[src/rtl/fft_power_peak.sv]
// Captures one 32-bin FFT output frame, stores per-bin power re^2+im^2, tracks the peak bin,
// replays the power spectrum over a valid/ready stream and then holds the peak until re-armed.
module fft_power_peak #(
    parameter int DATA_W      = 16,
    parameter int N_POINTS    = 32,
    parameter int ADDR_W      = 5,
    parameter int START_DELAY = 1
) (
    input  logic                     clk,
    input  logic                     reset,
    input  logic                     fft_done,
    input  logic signed [DATA_W-1:0] data_real_in,
    input  logic signed [DATA_W-1:0] data_imag_in,
    output logic [2*DATA_W-1:0]      pwr_data,
    output logic [ADDR_W-1:0]        pwr_idx,
    output logic                     pwr_valid,
    input  logic                     pwr_ready,
    output logic [2*DATA_W-1:0]      peak_pwr,
    output logic [ADDR_W-1:0]        peak_idx,
    output logic                     peak_valid,
    output logic                     busy
);
    localparam int PW  = 2 * DATA_W;
    localparam int CW  = ADDR_W + 1;
    localparam int WCW = (START_DELAY > 2) ? $clog2(START_DELAY) : 1;

    typedef enum logic [2:0] {S_IDLE, S_WAIT, S_CAPTURE, S_STREAM, S_DONE} state_t;

    state_t            state_q, state_d;
    logic              fft_done_q;
    logic [WCW-1:0]    wait_cnt_q, wait_cnt_d;
    logic [CW-1:0]     cap_cnt_q, cap_cnt_d;
    logic              s1_vld_q, s1_vld_d;
    logic [ADDR_W-1:0] s1_idx_q, s1_idx_d;
    logic [PW-1:0]     rr_q, rr_d, ii_q, ii_d;
    logic [PW-1:0]     peak_pwr_q, peak_pwr_d;
    logic [ADDR_W-1:0] peak_idx_q, peak_idx_d;
    logic [ADDR_W-1:0] rd_idx_q, rd_idx_d;
    logic [PW-1:0]     pwr_data_q, pwr_data_d;
    logic              pwr_valid_q, pwr_valid_d;
    logic              peak_valid_q, peak_valid_d;
    logic [PW-1:0]     pwr_mem_q [N_POINTS];
    logic [PW-1:0]     pwr2;
    logic [ADDR_W-1:0] rd_next;
    logic              mem_we;

    // Squares are non-negative, so the unsigned sum of the two products cannot overflow PW bits.
    assign pwr2    = rr_q + ii_q;
    assign rd_next = rd_idx_q + ADDR_W'(1);

    always_comb begin
        state_d    = state_q;
        wait_cnt_d = wait_cnt_q;
        cap_cnt_d  = cap_cnt_q;
        s1_vld_d   = 1'b0;
        s1_idx_d   = s1_idx_q;
        rr_d       = rr_q;
        ii_d       = ii_q;
        peak_pwr_d = peak_pwr_q;
        peak_idx_d = peak_idx_q;
        rd_idx_d   = rd_idx_q;
        pwr_data_d = pwr_data_q;
        mem_we     = 1'b0;

        // Stage 2: buffer write and peak tracking; bin 0 seeds the peak.
        if (s1_vld_q) begin
            mem_we = 1'b1;
            if (s1_idx_q == '0 || pwr2 > peak_pwr_q) begin
                peak_pwr_d = pwr2;
                peak_idx_d = s1_idx_q;
            end
        end

        unique case (state_q)
            S_IDLE: begin
                if (fft_done && !fft_done_q) begin
                    wait_cnt_d = '0;
                    cap_cnt_d  = '0;
                    state_d    = (START_DELAY > 1) ? S_WAIT : S_CAPTURE;
                end
            end
            S_WAIT: begin
                if (!fft_done) state_d = S_IDLE;
                else if (int'(wait_cnt_q) >= START_DELAY - 2) state_d = S_CAPTURE;
                else wait_cnt_d = wait_cnt_q + WCW'(1);
            end
            S_CAPTURE: begin
                if (!fft_done) begin
                    state_d = S_IDLE;
                end else begin
                    cap_cnt_d = cap_cnt_q + CW'(1);
                    if (cap_cnt_q < CW'(N_POINTS)) begin
                        s1_vld_d = 1'b1;
                        s1_idx_d = cap_cnt_q[ADDR_W-1:0];
                        rr_d     = data_real_in * data_real_in;
                        ii_d     = data_imag_in * data_imag_in;
                    end
                    // Second drain cycle: last bin is in the buffer, prefetch bin 0.
                    if (cap_cnt_q == CW'(N_POINTS + 1)) begin
                        state_d    = S_STREAM;
                        rd_idx_d   = '0;
                        pwr_data_d = pwr_mem_q[0];
                    end
                end
            end
            S_STREAM: begin
                if (pwr_ready) begin
                    if (rd_idx_q == ADDR_W'(N_POINTS - 1)) begin
                        state_d = S_DONE;
                    end else begin
                        rd_idx_d   = rd_next;
                        pwr_data_d = pwr_mem_q[rd_next];
                    end
                end
            end
            S_DONE: begin
                if (!fft_done) state_d = S_IDLE;
            end
            default: state_d = S_IDLE;
        endcase

        pwr_valid_d  = (state_d == S_STREAM);
        peak_valid_d = (state_d == S_DONE);
    end

    always_ff @(posedge clk or negedge reset) begin
        if (!reset) begin
            state_q      <= S_IDLE;
            fft_done_q   <= 1'b0;
            wait_cnt_q   <= '0;
            cap_cnt_q    <= '0;
            s1_vld_q     <= 1'b0;
            s1_idx_q     <= '0;
            rr_q         <= '0;
            ii_q         <= '0;
            peak_pwr_q   <= '0;
            peak_idx_q   <= '0;
            rd_idx_q     <= '0;
            pwr_data_q   <= '0;
            pwr_valid_q  <= 1'b0;
            peak_valid_q <= 1'b0;
        end else begin
            state_q      <= state_d;
            fft_done_q   <= fft_done;
            wait_cnt_q   <= wait_cnt_d;
            cap_cnt_q    <= cap_cnt_d;
            s1_vld_q     <= s1_vld_d;
            s1_idx_q     <= s1_idx_d;
            rr_q         <= rr_d;
            ii_q         <= ii_d;
            peak_pwr_q   <= peak_pwr_d;
            peak_idx_q   <= peak_idx_d;
            rd_idx_q     <= rd_idx_d;
            pwr_data_q   <= pwr_data_d;
            pwr_valid_q  <= pwr_valid_d;
            peak_valid_q <= peak_valid_d;
        end
    end

    always_ff @(posedge clk) begin
        if (mem_we) pwr_mem_q[s1_idx_q] <= pwr2;
    end

    assign pwr_data   = pwr_data_q;
    assign pwr_idx    = rd_idx_q;
    assign pwr_valid  = pwr_valid_q;
    assign peak_pwr   = peak_pwr_q;
    assign peak_idx   = peak_idx_q;
    assign peak_valid = peak_valid_q;
    assign busy       = (state_q == S_WAIT) || (state_q == S_CAPTURE) || (state_q == S_STREAM);
endmodule

[config.mk]
export PLATFORM = sky130hd
export DESIGN_NAME = fft_power_peak
export DESIGN_NICKNAME = d
export VERILOG_FILES = /design/src/rtl/fft_power_peak.sv
export SDC_FILE = /design/constraint.sdc
export NUM_CORES = 2
export LEC_CHECK = 0
export CORE_UTILIZATION = 55
export CTS_CLUSTER_SIZE = 12
export DETAILED_ROUTE_END_ITERATION = 8
export GPL_TIMING_DRIVEN = 0
export PLACE_DENSITY = 0.79
export SYNTH_ARGS = -nofsm -noshare
export SYNTH_HDL_FRONTEND = slang
export SYNTH_SLANG_ARGS = --single-unit
[constraint.sdc]
create_clock -name clk -period 16.1 [get_ports clk]
set_clock_uncertainty 0.2 [all_clocks]
set_input_delay 1.61 -clock clk [delete_from_list [all_inputs] [get_ports clk]]
set_output_delay 1.61 -clock clk [all_outputs]
set_load 0.01 [all_outputs]
-- After elaboration in Yosys (flattened, before gate mapping)
Memories as Yosys holds them, arrays and structs flattened.
Index checks and enable logic that the tools add are counted.
- flip-flop bits (word level): 156
- RAM bits: 1024
- memories: 1
- $add $sub $neg: 3
- $mul: 2
- $lt $le $gt $ge: 2
- equal/unequal tests: 13
- muxes and demuxes: 27
- reduce and logical (&&, ||, !) cells: 13
- memory list (name ; depth ; bits a word ; rd ports ; clocked after memory_dff ; write ports ; line ; source):
    pwr_mem_q ; 32 ; 32 ; 2 ; 0 ; 1 ; 42 ; logic [PW-1:0] pwr_mem_q [N_POINTS];
- operator list (operator ; number):
    $mux W32 ; 4
    $mul A16 B16 Y32 ; 2
    $pmux W32 S2 ; 1
    $add A32 B32 Y32 ; 1
    $gt A32 B32 Y1 ; 1
    $mux W5 ; 4
    $mux W3 ; 6
    $pmux W3 S5 ; 1
    $mux W6 ; 2
    $pmux W6 S2 ; 1
    $ne A2 B2 Y1 const B ; 5
    $pmux W5 S2 ; 1
    $eq A3 B2 Y1 const B ; 3
    $add A6 B1 Y6 const B ; 1
    $eq A3 B3 Y1 const B ; 2
    $eq A6 B6 Y1 const B ; 1
    $lt A6 B6 Y1 const B ; 1
    $mux W1 ; 6
    $reduce_and A3 Y1 ; 2
    $add A5 B1 Y5 const B ; 1
    $eq A5 B5 Y1 const B ; 1
    $logic_not A5 Y1 ; 1
    $reduce_and A5 Y1 ; 1
    $reduce_bool A2 Y1 ; 2
    7 further kinds ; 9

-- Longest topological paths before layout
- depth after elaboration: 5
- gate-level depth with buffers: 24

-- Least setup slack after synthesis
Ideal clock, no wire load.
- path kind: input to register
- start: input data_imag_in[15]
- end: register ii_q[30]
- setup time: 0.095 ns
- arrival time: 7.216 ns
- path slack: 8.588 ns
- stages: 20
- buffers on the path: 2
- path through: clkbuf_1 -> buf_1 -> nand2_1 -> inv_1 -> fa_1 -> fa_1 -> inv_1 -> fa_1 -> fa_1 -> fa_1 -> fa_1 -> inv_1 -> ha_1 -> nor2b_1 -> o21ai_0 -> nand2b_1 -> and2_1 -> o311a_1 -> o21a_1 -> o31ai_1
- word-level cells in the longest chain between the ends: 1
- RTL lines (element ; line ; source):
    from (decl) ; 13 ; input logic signed [DATA_W-1:0] data_imag_in,
    $mul A16 B16 Y32 ; 96 ; ii_d = data_imag_in * data_imag_in;
    to (signal assigned) ; 150 ; ii_q <= ii_d;
    to (decl) ; 35 ; logic [PW-1:0] rr_q, rr_d, ii_q, ii_d;
Every way passes these cells.
A chain may end at the register's enable or synchronous reset.

-- Worst setup path in the final report
- start: input data_imag_in[9]
- end: register ii_q[27]
The elaborated chain is that of the path after synthesis.

==> qor.csv <==
stage,metric,value,unit
cts,post-CTS setup buffers,0,
hold_path,worst hold path class,reg -> reg,
setup_path,Critical Path AT,9.19,ns
yosys,"Async S/R FF share, synth",13.1,%
cts,CTS H-Tree Depth,3,
cells_and_area,final core utilization,62.6,%
timing,actual slew at the worst max-slew pin,1.48,ns
timing,RSZ-0062 raised after global routing,false,
yosys,cells after synthesis,4360,
global_route,Overflow after GRT,0,
timing,Tcrit/Tclk final,55.1,%
yosys,"Distinct cells, synth",80,
floorplan,die width,346,um
yosys,synth top area cells,"edfxtp_1 (47%), fa_1 (14%), mux4_2 (11%), dfrtp_1 (5.9%), ha_1 (4.7%)",
cts,worst-skew pair later-pin latency,0.76,ns
cts,# clock sinks,1178,
setup_path,Worst Setup End Kind,flop,
flow_run,max-cap violations,0,
setup_path,CP Class,in -> reg,
yosys,Post-synth EDFFs,1024,
floorplan,Die Span Y,346,um
yosys,Synth Cell Area,64900,um2
timing,setup_tns,0,ns
global_route,largest net degree at the start of global routing,108,
route,drt initial violations,4796,
yosys,synthesized net count,5111,
pwr,net load switching power,7120,uW
yosys,most frequent cell after synthesis,edfxtp_1,
setup_path,CP Launch Type,input pin,
setup_path,CP Max Fanout,10,
cts,Root Buffer,clkbuf_16,
pwr,Sw Ratio,43.1,%
route,via count,39000,
cells_and_area,layout cells sized above 1,14.4,%
cells_and_area,Layout area overhead,12.6,%
cts,post-cts resize count,0,
floorplan,Starting Density,55.6,%
cts,CTS tree,built,
route,drt first pass iters,8,
route,WL final,174000,um
pwr,sequential share of power,28.6,%
placement,DP Area,69500,um2
placement,post-DP HPWL,117000,um
floorplan,Die ar.,119000,um2
floorplan,Top-Level Pins,113,
timing,final hold viol count,0,
timing,final setup vio count,0,
route,Detail Route Antenna Nets,0,
outcome,run status,"complete, no violations",
yosys,Syn Area/Cell,14.9,um2
yosys,Post-synth top cells,"edfxtp_1 (1024), inv_1 (688), fa_1 (469), nand2_1 (358), mux4_2 (320)",
yosys,fraction of the yosys area taken by sequential cells,53.3,%
pwr,Worst VDD drop,460,uV
pwr,PD cells,226,nW/um2
yosys,Synth top area share,47.4,%
route,drt drc,0,
placement,I/O Buffers,110,
timing,Achievable Freq,113,MHz
cts,cts bufs inserted,114,
global_route,number of global-route vias before repair,41700,
timing,max-slew violations,0,
pwr,Clock power frac,15.6,%
timing,Final Critical Period,8.87,ns
pwr,Int Power,9410,uW
cells_and_area,cell area after layout,73100,um2
cts,Bufs on Longest Clock Path,3,
global_route,Global Route Usage Sum,29.6,%
timing,Worst slew margin,1.46,%
cells_and_area,# nets final,5399,
floorplan,core area,117000,um2
cts,CTS clock-pin slew for the worst setup and hold paths,0.06,ns
yosys,#FFs+latches synth,1178,
global_route,first-pass GRT wire length,259000,um
pwr,Leak Pwr,0.0279,uW
yosys,YS warnings,0,
placement,GPL Wtd Cong,0.893,
route,wire per inst,27.7,um
floorplan,FP Rows,125,
pwr,Comb pwr share,55.8,%
global_route,initial antenna violation count,11,
route,drt via density,6.22,
yosys,top cell type by total area after synthesis,edfxtp_1,
yosys,Most used DFF post-synth,edfxtp_1,
setup_path,CP required,16.43,ns
cts,hold_buf cts,0,
[critical path: stages]
cell	delay, ns
clkdlybuf4s50_1	0.79
clkbuf_1	0.58
nand2_1	0.24
inv_1	0.14
fa_1	0.39
inv_1	0.09
fa_1	0.42
fa_1	0.50
fa_1	0.54
inv_1	0.05
fa_1	0.50
fa_1	0.45
ha_1	0.36
a21o_1	0.19
a21oi_1	0.22
a2bb2oi_1	0.39
nand4_1	0.24
a311oi_1	0.72
o21ai_0	0.39
xnor2_1	0.27
o21ai_0	0.11
[layout by cell type, fill, tap and decap left out, types with 35 or more instances in the layout]
cell and n:
fa_1 469, and2_1 83, mux4_2 320, clkdlybuf4s50_1 109, inv_1 688, clkbuf_1 178
xnor2_1 53, mux2i_1 35, a21oi_1 73, nand2_1 357, edfxtp_1 1024, ha_1 246
o21ai_0 163, clkbuf_16 114, nor2_1 103, nand3_1 39, dfrtp_1 154
[power by group through the flow]
| stage | Combinational, uW | Clock [uW] | Sequential, uW |
|---|---|---|---|
| floorplan | 6130 | 0 | 4790 |
| global placement | 8370 | 0 | 4890 |
| detailed placement | 9070 | 0 | 4780 |
| CTS | 9160 | 2570 | 4720 |
| global route | 10200 | 2680 | 4740 |
| finish | 9230 | 2570 | 4730 |
[per-stage QoR]
stage               hold slack, ns  cells  total power, uW  worst slack (ns)
finish                       0.276   6270            16500              7.23
global route                 0.298   6269            17600              6.96
CTS                          0.282   6269            16500              7.38
detailed placement           0.269   6056            13800              6.75
global placement             0.260   5994            13300              6.28
floorplan                    0.250   4360            10900              8.59
[cell families after synthesis]
logic type / synth area share, %
DFF: 53.3
buffers and inverters: 5.14
and+or+nand+nor: 5.20
adders and majority gates: 19.2
AOI/OAI and AO/OA: 3.71
muxes: 12.0
xor gates and xnor gates: 1.42
[layout make-up]
class / count / area, um2
Timing Repair Buffer: 172 / 2250
Antenna cell: 1 / 2.50
Fill cell: 8142 / 43600
Tap cell: 1524 / 1910
Multi-Input combinational cell: 2325 / 27500
Buffer: 166 / 746
Inverter: 691 / 2590
Clock inverter: 17 / 289
Sequential cell: 1178 / 34600
Clock buffer: 196 / 3240
[final timing paths]
kind                                 to       startpoint  slack (ns)  cells past startpoint
max                            ii_q[27]  data_imag_in[9]        7.23                     21
min                         pwr_data[4]      pwr_data[4]        0.28                      2
max reg2reg                 peak_pwr[2]         ii_q[20]        9.98                     19
min reg2reg                 pwr_data[4]      pwr_data[4]        0.28                      2
max in group asynchronous  pwr_data[25]            reset       14.07                      2
min in group asynchronous  peak_pwr[20]            reset        0.64                      1
[layer usage]
| metal | wire [um] | GRT usage, % | part of all wire [%] | vias to the layer above |
|---|---|---|---|---|
| met5 | 91 | 0 | 0.052 | - |
| met4 | 7780 | 11.9 | 4.5 | 14 |
| met3 | 18200 | 6.23 | 10 | 543 |
| met2 | 87000 | 50.5 | 50 | 2435 |
| met1 | 60700 | 37.0 | 35 | 20100 |
| li1 | - | - | - | 15900 |
[flip-flops by register name (all words and copies together), names as in the netlist, 3 cells and up]
signal / flops
pwr_mem_q: 1024
peak_pwr: 32
pwr_data: 32
ii_q: 31
rr_q: 31
cap_cnt_q: 6
peak_idx: 5
pwr_idx: 5
s1_idx_q: 5
state_q: 3
(Power assumes the default switching activity.)
